`src/rtl/song_mix_sequencer.sv`:
```
// song_mix_sequencer: count-in/play sequencer mixing a selected song into keyboard audio with a 7-seg note guide
module song_mix_sequencer #(
   parameter int NUM_SONGS = 3,
   parameter int SAMPLE_W  = 16,
   parameter int BEAT_W    = 8,
   parameter int COUNT_IN  = 3,
   parameter int DIGITS    = 4
) (
   input  logic                          CLOCK_50,
   input  logic                          RST,
   input  logic                          beat_tick,
   input  logic [NUM_SONGS-1:0]          song_sel,
   input  logic                          loop_en,
   input  logic                          mel_en,
   input  logic                          harm_en,
   input  logic                          mix_mode,
   input  logic [NUM_SONGS*BEAT_W-1:0]   song_len,
   input  logic [NUM_SONGS*SAMPLE_W-1:0] song_mel,
   input  logic [NUM_SONGS*SAMPLE_W-1:0] song_harm,
   input  logic [NUM_SONGS*DIGITS*7-1:0] seg_in,
   input  logic [SAMPLE_W-1:0]           key_L,
   input  logic [SAMPLE_W-1:0]           key_R,
   output logic [SAMPLE_W-1:0]           audio_outL,
   output logic [SAMPLE_W-1:0]           audio_outR,
   output logic [DIGITS*7-1:0]           hex,
   output logic [BEAT_W-1:0]             play_beat,
   output logic [1:0]                    state,
   output logic                          song_done
);
   localparam int IDX_W = (NUM_SONGS > 1) ? $clog2(NUM_SONGS) : 1;
   typedef enum logic [1:0] {IDLE = 2'd0, COUNT = 2'd1, PLAY = 2'd2} state_t;
   state_t cur, nxt;
   logic [IDX_W-1:0] active, active_nxt, sel_idx;
   logic [BEAT_W-1:0] beat_nxt, len, last;
   logic done_nxt, sel_ok, abort;
   logic [SAMPLE_W-1:0] mel, harm, mix_l, mix_r;
   logic [DIGITS*7-1:0] hex_nxt;

   function automatic logic [SAMPLE_W-1:0] sat(input logic [SAMPLE_W-1:0] a, input logic [SAMPLE_W-1:0] b);
      logic [SAMPLE_W:0] s;
      s = {a[SAMPLE_W-1], a} + {b[SAMPLE_W-1], b};
      return (s[SAMPLE_W] != s[SAMPLE_W-1]) ? {s[SAMPLE_W], {(SAMPLE_W-1){~s[SAMPLE_W]}}} : s[SAMPLE_W-1:0];
   endfunction

   assign state  = cur;
   assign sel_ok = (song_sel != '0) && ((song_sel & (song_sel - NUM_SONGS'(1))) == '0);
   assign abort  = !sel_ok || (sel_idx != active);
   assign len    = song_len[int'(active)*BEAT_W +: BEAT_W];
   assign last   = (len == '0) ? '0 : len - BEAT_W'(1);
   assign mel    = song_mel[int'(active)*SAMPLE_W +: SAMPLE_W];
   assign harm   = song_harm[int'(active)*SAMPLE_W +: SAMPLE_W];
   assign mix_l  = (cur != PLAY || !mel_en) ? key_L : mix_mode ? sat(key_L, mel) : mel;
   assign mix_r  = (cur != PLAY || !harm_en) ? key_R : mix_mode ? sat(key_R, harm) : harm;

   // decode the one-hot song select into a song index
   always_comb begin
      sel_idx = '0;
      for (int i = 0; i < NUM_SONGS; i++)
         if (song_sel[i]) sel_idx = IDX_W'(i);
   end

   // next-state: select change aborts before any beat handling
   always_comb begin
      nxt        = cur;
      beat_nxt   = play_beat;
      active_nxt = active;
      done_nxt   = 1'b0;
      case (cur)
         IDLE: begin
            beat_nxt = '0;
            if (sel_ok) begin
               nxt        = COUNT;
               active_nxt = sel_idx;
            end
         end
         COUNT: begin
            if (abort) begin
               nxt      = IDLE;
               beat_nxt = '0;
            end else if (beat_tick) begin
               nxt      = (play_beat == BEAT_W'(COUNT_IN - 1)) ? PLAY : COUNT;
               beat_nxt = (play_beat == BEAT_W'(COUNT_IN - 1)) ? '0 : play_beat + BEAT_W'(1);
            end
         end
         PLAY: begin
            if (abort) begin
               nxt      = IDLE;
               beat_nxt = '0;
            end else if (beat_tick) begin
               done_nxt = (play_beat == last);
               nxt      = (play_beat != last) ? PLAY : loop_en ? COUNT : IDLE;
               beat_nxt = (play_beat == last) ? '0 : play_beat + BEAT_W'(1);
            end
         end
         default: begin
            nxt      = IDLE;
            beat_nxt = '0;
         end
      endcase
   end

   // note guide: COUNT reveals one more digit per beat, PLAY shows all
   always_comb begin
      hex_nxt = '1;
      for (int d = 0; d < DIGITS; d++)
         if (cur == PLAY || (cur == COUNT && BEAT_W'(d) <= play_beat))
            hex_nxt[d*7 +: 7] = seg_in[(int'(active)*DIGITS + d)*7 +: 7];
   end

   // sequencer state register
   always_ff @(posedge CLOCK_50) begin
      if (RST) begin
         cur       <= IDLE;
         play_beat <= '0;
         active    <= '0;
         song_done <= 1'b0;
      end else begin
         cur       <= nxt;
         play_beat <= beat_nxt;
         active    <= active_nxt;
         song_done <= done_nxt;
      end
   end

   // registered audio and display outputs
   always_ff @(posedge CLOCK_50) begin
      if (RST) begin
         audio_outL <= '0;
         audio_outR <= '0;
         hex        <= '1;
      end else begin
         audio_outL <= mix_l;
         audio_outR <= mix_r;
         hex        <= hex_nxt;
      end
   end
endmodule

```
`config.mk`:
```
export PLATFORM = sky130hd
export DESIGN_NAME = song_mix_sequencer
export DESIGN_NICKNAME = d
export VERILOG_FILES = /design/src/rtl/song_mix_sequencer.sv
export SDC_FILE = /design/constraint.sdc
export NUM_CORES = 1
export LEC_CHECK = 0
export BUFFER_PORTS_ARGS = -buffer_cell sky130_fd_sc_hd__buf_4
export CORE_AREA = 3 3 122 124
export DETAILED_ROUTE_END_ITERATION = 6
export DIE_AREA = 0 0 125 127
export PLACE_DENSITY_LB_ADDON = 0.3
export RECOVER_POWER = 25
export SLEW_MARGIN = 15
export SYNTH_ARGS = -nofsm -noshare
export SYNTH_HDL_FRONTEND = slang
export SYNTH_SLANG_ARGS = --single-unit
```
`constraint.sdc`:
```
create_clock -name CLOCK_50 -period 12.45 [get_ports CLOCK_50]
set_clock_uncertainty 0.1 [all_clocks]
set_input_delay 1.245 -clock CLOCK_50 [delete_from_list [all_inputs] [get_ports CLOCK_50]]
set_output_delay 1.245 -clock CLOCK_50 [all_outputs]
set_load 0.005 [all_outputs]
```
Word-level counts from Yosys, hierarchy flattened
Cells that the tools add are included.
{ "op_classes": {"addsub": 8, "multipliers": 4, "magnitude_cmp": 4, "n_eq_ne": 12, "shifts": 7, "mux": 25, "bitwise": 9, "n_reduce_logical": 27} }
{ "ops": {"columns": ["op", "count"], "rows": [
  ["84-bit by 9-bit indexed part select with 7-bit output", 3],
  ["16-bit 2-to-1 mux", 6],
  ["48-bit by 7-bit indexed part select with 16-bit output", 2],
  ["84-bit by 8-bit indexed part select with 7-bit output", 1],
  ["8-bit 2-to-1 mux", 7],
  ["16-bit by 16-bit adder with 17-bit output", 2],
  ["5-bit by 3-bit multiplier with 8-bit output, second input constant", 3],
  ["24-bit by 6-bit indexed part select with 8-bit output", 1],
  ["1-bit by 8-bit less-or-equal comparator with 1-bit output, first input constant", 2],
  ["2-bit by 8-bit less-or-equal comparator with 1-bit output, first input constant", 2],
  ["2-bit 2-to-1 mux", 8],
  ["8-bit case mux with 2 select lines", 1],
  ["4-bit by 2-bit adder with 5-bit output, second input constant", 2],
  ["8-bit by 1-bit adder with 8-bit output, second input constant", 1],
  ["8-bit by 2-bit equality test with 1-bit output, second input constant", 1],
  ["8-bit equality test", 1],
  ["8-bit logical NOT", 1],
  ["8-bit != test", 1],
  ["1-bit NOT", 8],
  ["2-bit OR reduction", 4],
  ["8-bit by 1-bit subtractor with 8-bit output, second input constant", 1],
  ["1-bit logical OR", 7],
  ["3-bit != test, second input constant", 2],
  ["2-bit case mux with 3 select lines", 1],
  ["18 further kinds", 28]
]} }
{ "totals": {"register_bits": 73, "out_inout_bits": 71, "wordCells": 106} }

Depth between registers and ports, before layout
{ "logic_depth": {"ltp_word": 8, "mapped_depth": 18} }

Least setup slack after synthesis
No wires, ideal clock.
{ "synth_timing": {"path_type": "input port to flip-flop", "from": "in song_harm[17]", "to": "reg audio_outR[5]", "arrival_ns": 4.290, "setup_slack_ns": 7.942, "cell_stages": 14, "n_path_buf": 2, "cell_sequence": "mux2i_1 o21ai_0 ha_1 a21o_1 a21o_1 a2111oi_0 or3_1 a21oi_1 or3_1 clkbuf_1 and2_1 buf_2 maj3_1 o221a_2"} }
{ "synth_via": {"elab_chain_len": 6} }
{ "synth_lines": {"columns": ["item", "line_no", "source"], "rows": [
  ["from (decl)", "19", "input logic [NUM_SONGS*SAMPLE_W-1:0] song_harm,"],
  ["48-bit by 7-bit indexed part select with 16-bit output *", "51", "assign harm = song_harm[int'(active)*SAMPLE_W +: SAMPLE_W];"],
  ["16-bit by 16-bit adder with 17-bit output *", "41", "s = {a[SAMPLE_W-1], a} + {b[SAMPLE_W-1], b};"],
  ["1-bit != test / 1-bit NOT (equally long branches)", "42", "return (s[SAMPLE_W] != s[SAMPLE_W-1]) ? {s[SAMPLE_W], {(SAMPLE_W-1){~s[SAMPLE_W]}}} : s[SAMPLE_W-1:0];"],
  ["16-bit 2-to-1 mux *", "42", null],
  ["16-bit 2-to-1 mux * (2 in a row)", "53", "assign mix_r = (cur != PLAY || !harm_en) ? key_R : mix_mode ? sat(key_R, harm) : harm;"],
  ["to (signal assigned)", "133", "audio_outR <= mix_r;"],
  ["to (decl)", "24", "output logic [SAMPLE_W-1:0] audio_outR,"]
]} }
Every way passes the cells marked *; elsewhere a longest branch is shown, timed or not.
A chain may end at the register's enable or synchronous reset.

Final worst setup path
{ "layout_timing": {"from": "reg active[0]", "to": "reg audio_outL[11]"} }
{ "layout_via": {"elab_chain_len": 6} }
{ "layout_lines": {"columns": ["item", "line_no", "source"], "rows": [
  ["from (decl)", "33", "logic [IDX_W-1:0] active, active_nxt, sel_idx;"],
  ["from (signal assigned)", "120", "active <= active_nxt;"],
  ["48-bit by 7-bit indexed part select with 16-bit output *", "50", "assign mel = song_mel[int'(active)*SAMPLE_W +: SAMPLE_W];"],
  ["16-bit by 16-bit adder with 17-bit output", "41", null],
  ["1-bit != test / 1-bit NOT (equally long branches)", "42", null],
  ["16-bit 2-to-1 mux", "42", null],
  ["16-bit 2-to-1 mux * (2 in a row)", "52", "assign mix_l = (cur != PLAY || !mel_en) ? key_L : mix_mode ? sat(key_L, mel) : mel;"],
  ["to (signal assigned)", "132", "audio_outL <= mix_l;"],
  ["to (decl)", "23", "output logic [SAMPLE_W-1:0] audio_outL,"]
]} }
Marked as above.

==> impl_metrics.ini <==
[cts]
htree_levels = 3
clk_pin_slew_ps = 70
clk_latency_ps = 350
cts_max_path_buffers = 2
cts_hold_buf = 0
numCtsBuffers = 9
cts_resized = 0
postCtsSetupBuffers = 0
cts_sinks = 73
cts_root_buffer = clkbuf_16
cts_tree = done

[setup_path]
crit_slowest_cell = o211ai_1
path_max_fanout = 51
path_cells = buf_4, mux2i_1, o21ai_0, ha_1, a21o_1, a21o_1, a21oi_1, o21ai_0, o211ai_1, nand3_1, o211ai_1, nor2_1, a2111oi_0
required_ps = 12580
start_kind = register
rr_startpoint = active[0]
crit_path_end_kind = register
max_stage_delay_ps = 920
worstPathArrival_ps = 5060
worstSetupPathType = register to register
cp-startpoint = active[0]

[synth]
syn-num-nets = 1091
avgSynthCellArea_um2 = 7.77
yosysTopAreaCellShare_pct = 23.4
ys_ff_latch = 73
yosysUniqueCellTypes = 66
synthTopCellsByCount = nand2_1, o21ai_0, dfxtp_1
synth_top_area_cell = dfxtp_1
syn_area_um2 = 6250
ys_seq_area_share_pct = 23.4
syn_inst = 804
yosysMostFrequentCell = nand2_1
synth_ff_type = dfxtp_1
yosys_warnings = 0
yosys-top-cells-area = dfxtp_1, mux2i_1, ha_1
synth-edff-count = 0
synthArstFlopShare_pct = 0

[place]
post-dp-hpwl_mm = 16.8
gp_congestion = 0.903
port-buffer-count = 316

[route]
ant_nets = 0
drcViolationCount = 0
via_count = 7195
wl_mm = 21.6
dr.pass1.iters = 5
met1Wirelength_mm = 8.67
top_layer_used = met4
routedWlPerCell_um = 17.0
met2_length_mm = 10.6
drt_iter0_drc = 465
vias_per_cell = 5.66
wl_met3_mm = 1.77

[timing]
final_max_slew_viol_count = 0
max_freq_mhz = 203
maxSlewHeadroom_pct = 22.0
tightest_slew_ps = 1160
setup_violations = 0
finalHoldViolCount = 0
rsz0062_at_grt = no
period_needed_ps = 4930
fin_setup_tns_ps = 0
period_share_pct = 39.6

[global_route]
grt_max_degree = 67
grt_pass1_wl_mm = 33.8
antenna_found_initial = 0
grt_overflow_total = 0
grt_use_total_pct = 25.9
grt_pass1_vias = 6831

[layout]
drive_above_1_share_pct = 32.5
fin_util_pct = 64.6
num-nets-final = 1373
n_antenna_cell = 0
area_growth_pct = 43.6

[floorplan]
start_util_pct = 45.0
core_area_um2 = 13900
fp.dieW_um = 125
fp.dieH_um = 127
num_io_pins = 317
fp-row-count = 43
dieArea_um2 = 15900

[job]
drv_cap = 0

[power_and_ir_drop]
power_density_nw_per_um2 = 95.6
peakVddDrop_uv = 62.6
p_total_uw = 858
p_leak_nw = 3.93

[outcome]
status = finished, final reports clean

[min_path]
min_from = play_beat[4]
hp-class = register to register
-- metal layers --
metal | global-route usage [%] | vias up
li1 | - | 3542
met1 | 30.4 | 3298
met2 | 45.2 | 322
met3 | 7.27 | 33
met4 | 9.50 | 0
met5 | 0 | -
-- layout by cell type (no fill, tap or decap), drive strengths merged, types with 7 or more instances in the layout --
cell type,count
a21oi,56
nand2,93
o211ai,21
a31oi,14
nor2,53
o21bai,12
o21ai,88
o22ai,8
clkbuf,46
nand3b,7
a21o,20
nand3,13
mux2,8
buf,284
ha,39
nor3,10
inv,26
xnor2,19
dfxtp,73
a221o,7
mux2i,63
xor2,15
nand2b,8
a211oi,11
-- worst max-delay path: cells and delay by family (launching register included) --
family | cells | cell delay, ps
DFF | 1 | 620
muxes | 1 | 150
AOI/OAI and AO/OA | 8 | 2630
buffers and inverters | 1 | 750
adders and majority gates | 1 | 340
and+or+nand+nor | 2 | 210
-- final timing paths --
kind	end	slack [ps]	cells past startpoint
worst max-delay path	audio_outL[11]	7520	13
worst min-delay path	play_beat[4]	460	1
worst max register to register	audio_outL[11]	7520	13
worst min register to register	play_beat[4]	460	1
-- report_power, final --
part | internal [mW] | total (mW) | switching (mW)
Sequential | 0.242 | 0.247 | 0.00562
Combinational | 0.165 | 0.340 | 0.176
Clock | 0.161 | 0.270 | 0.109
Total | 0.568 | 0.858 | 0.290
-- kinds of logic (layout without fill, tap and decap cells) --
logic type / Yosys count / count (layout) / synth area share [%]
AOI/OAI and AO/OA: 288 / 288 / 30.0
and+or+nand+nor: 219 / 219 / 16.1
buffers and inverters: 74 / 361 / 4.66
DFF: 73 / 73 / 23.4
muxes: 71 / 71 / 11.7
adders and majority gates: 44 / 44 / 8.93
xor gates and xnor gates: 35 / 35 / 5.13
-- through the flow --
stage / setup WS (ps) / area [µm²] / cells / hold slack [ps]
after floorplan: 7940 / 6250 / 804 / 407
after global placement: 7510 / 8690 / 1255 / 421
after detailed placement: 7390 / 8690 / 1255 / 443
after CTS: 7560 / 9000 / 1271 / 453
after global routing: 7000 / 8970 / 1271 / 475
final: 7520 / 8970 / 1271 / 460
-- cell type report --
class | instances | area, µm²
clock buffers | 10 | 239
clock inverters | 6 | 65.1
fillers | 1235 | 4910
inverters | 25 | 93.8
multi-input cells | 657 | 4500
flip-flops and latches | 73 | 1470
well taps | 180 | 225
repair buffers | 320 | 2380
-- sequential cells by signal, summed over array words and instances (netlist names) --
register	count
active	2
audio_outL	16
audio_outR	16
hex	28
play_beat	8
song_done	1
state	2
No activity file was read; power rests on OpenSTA's default activity.
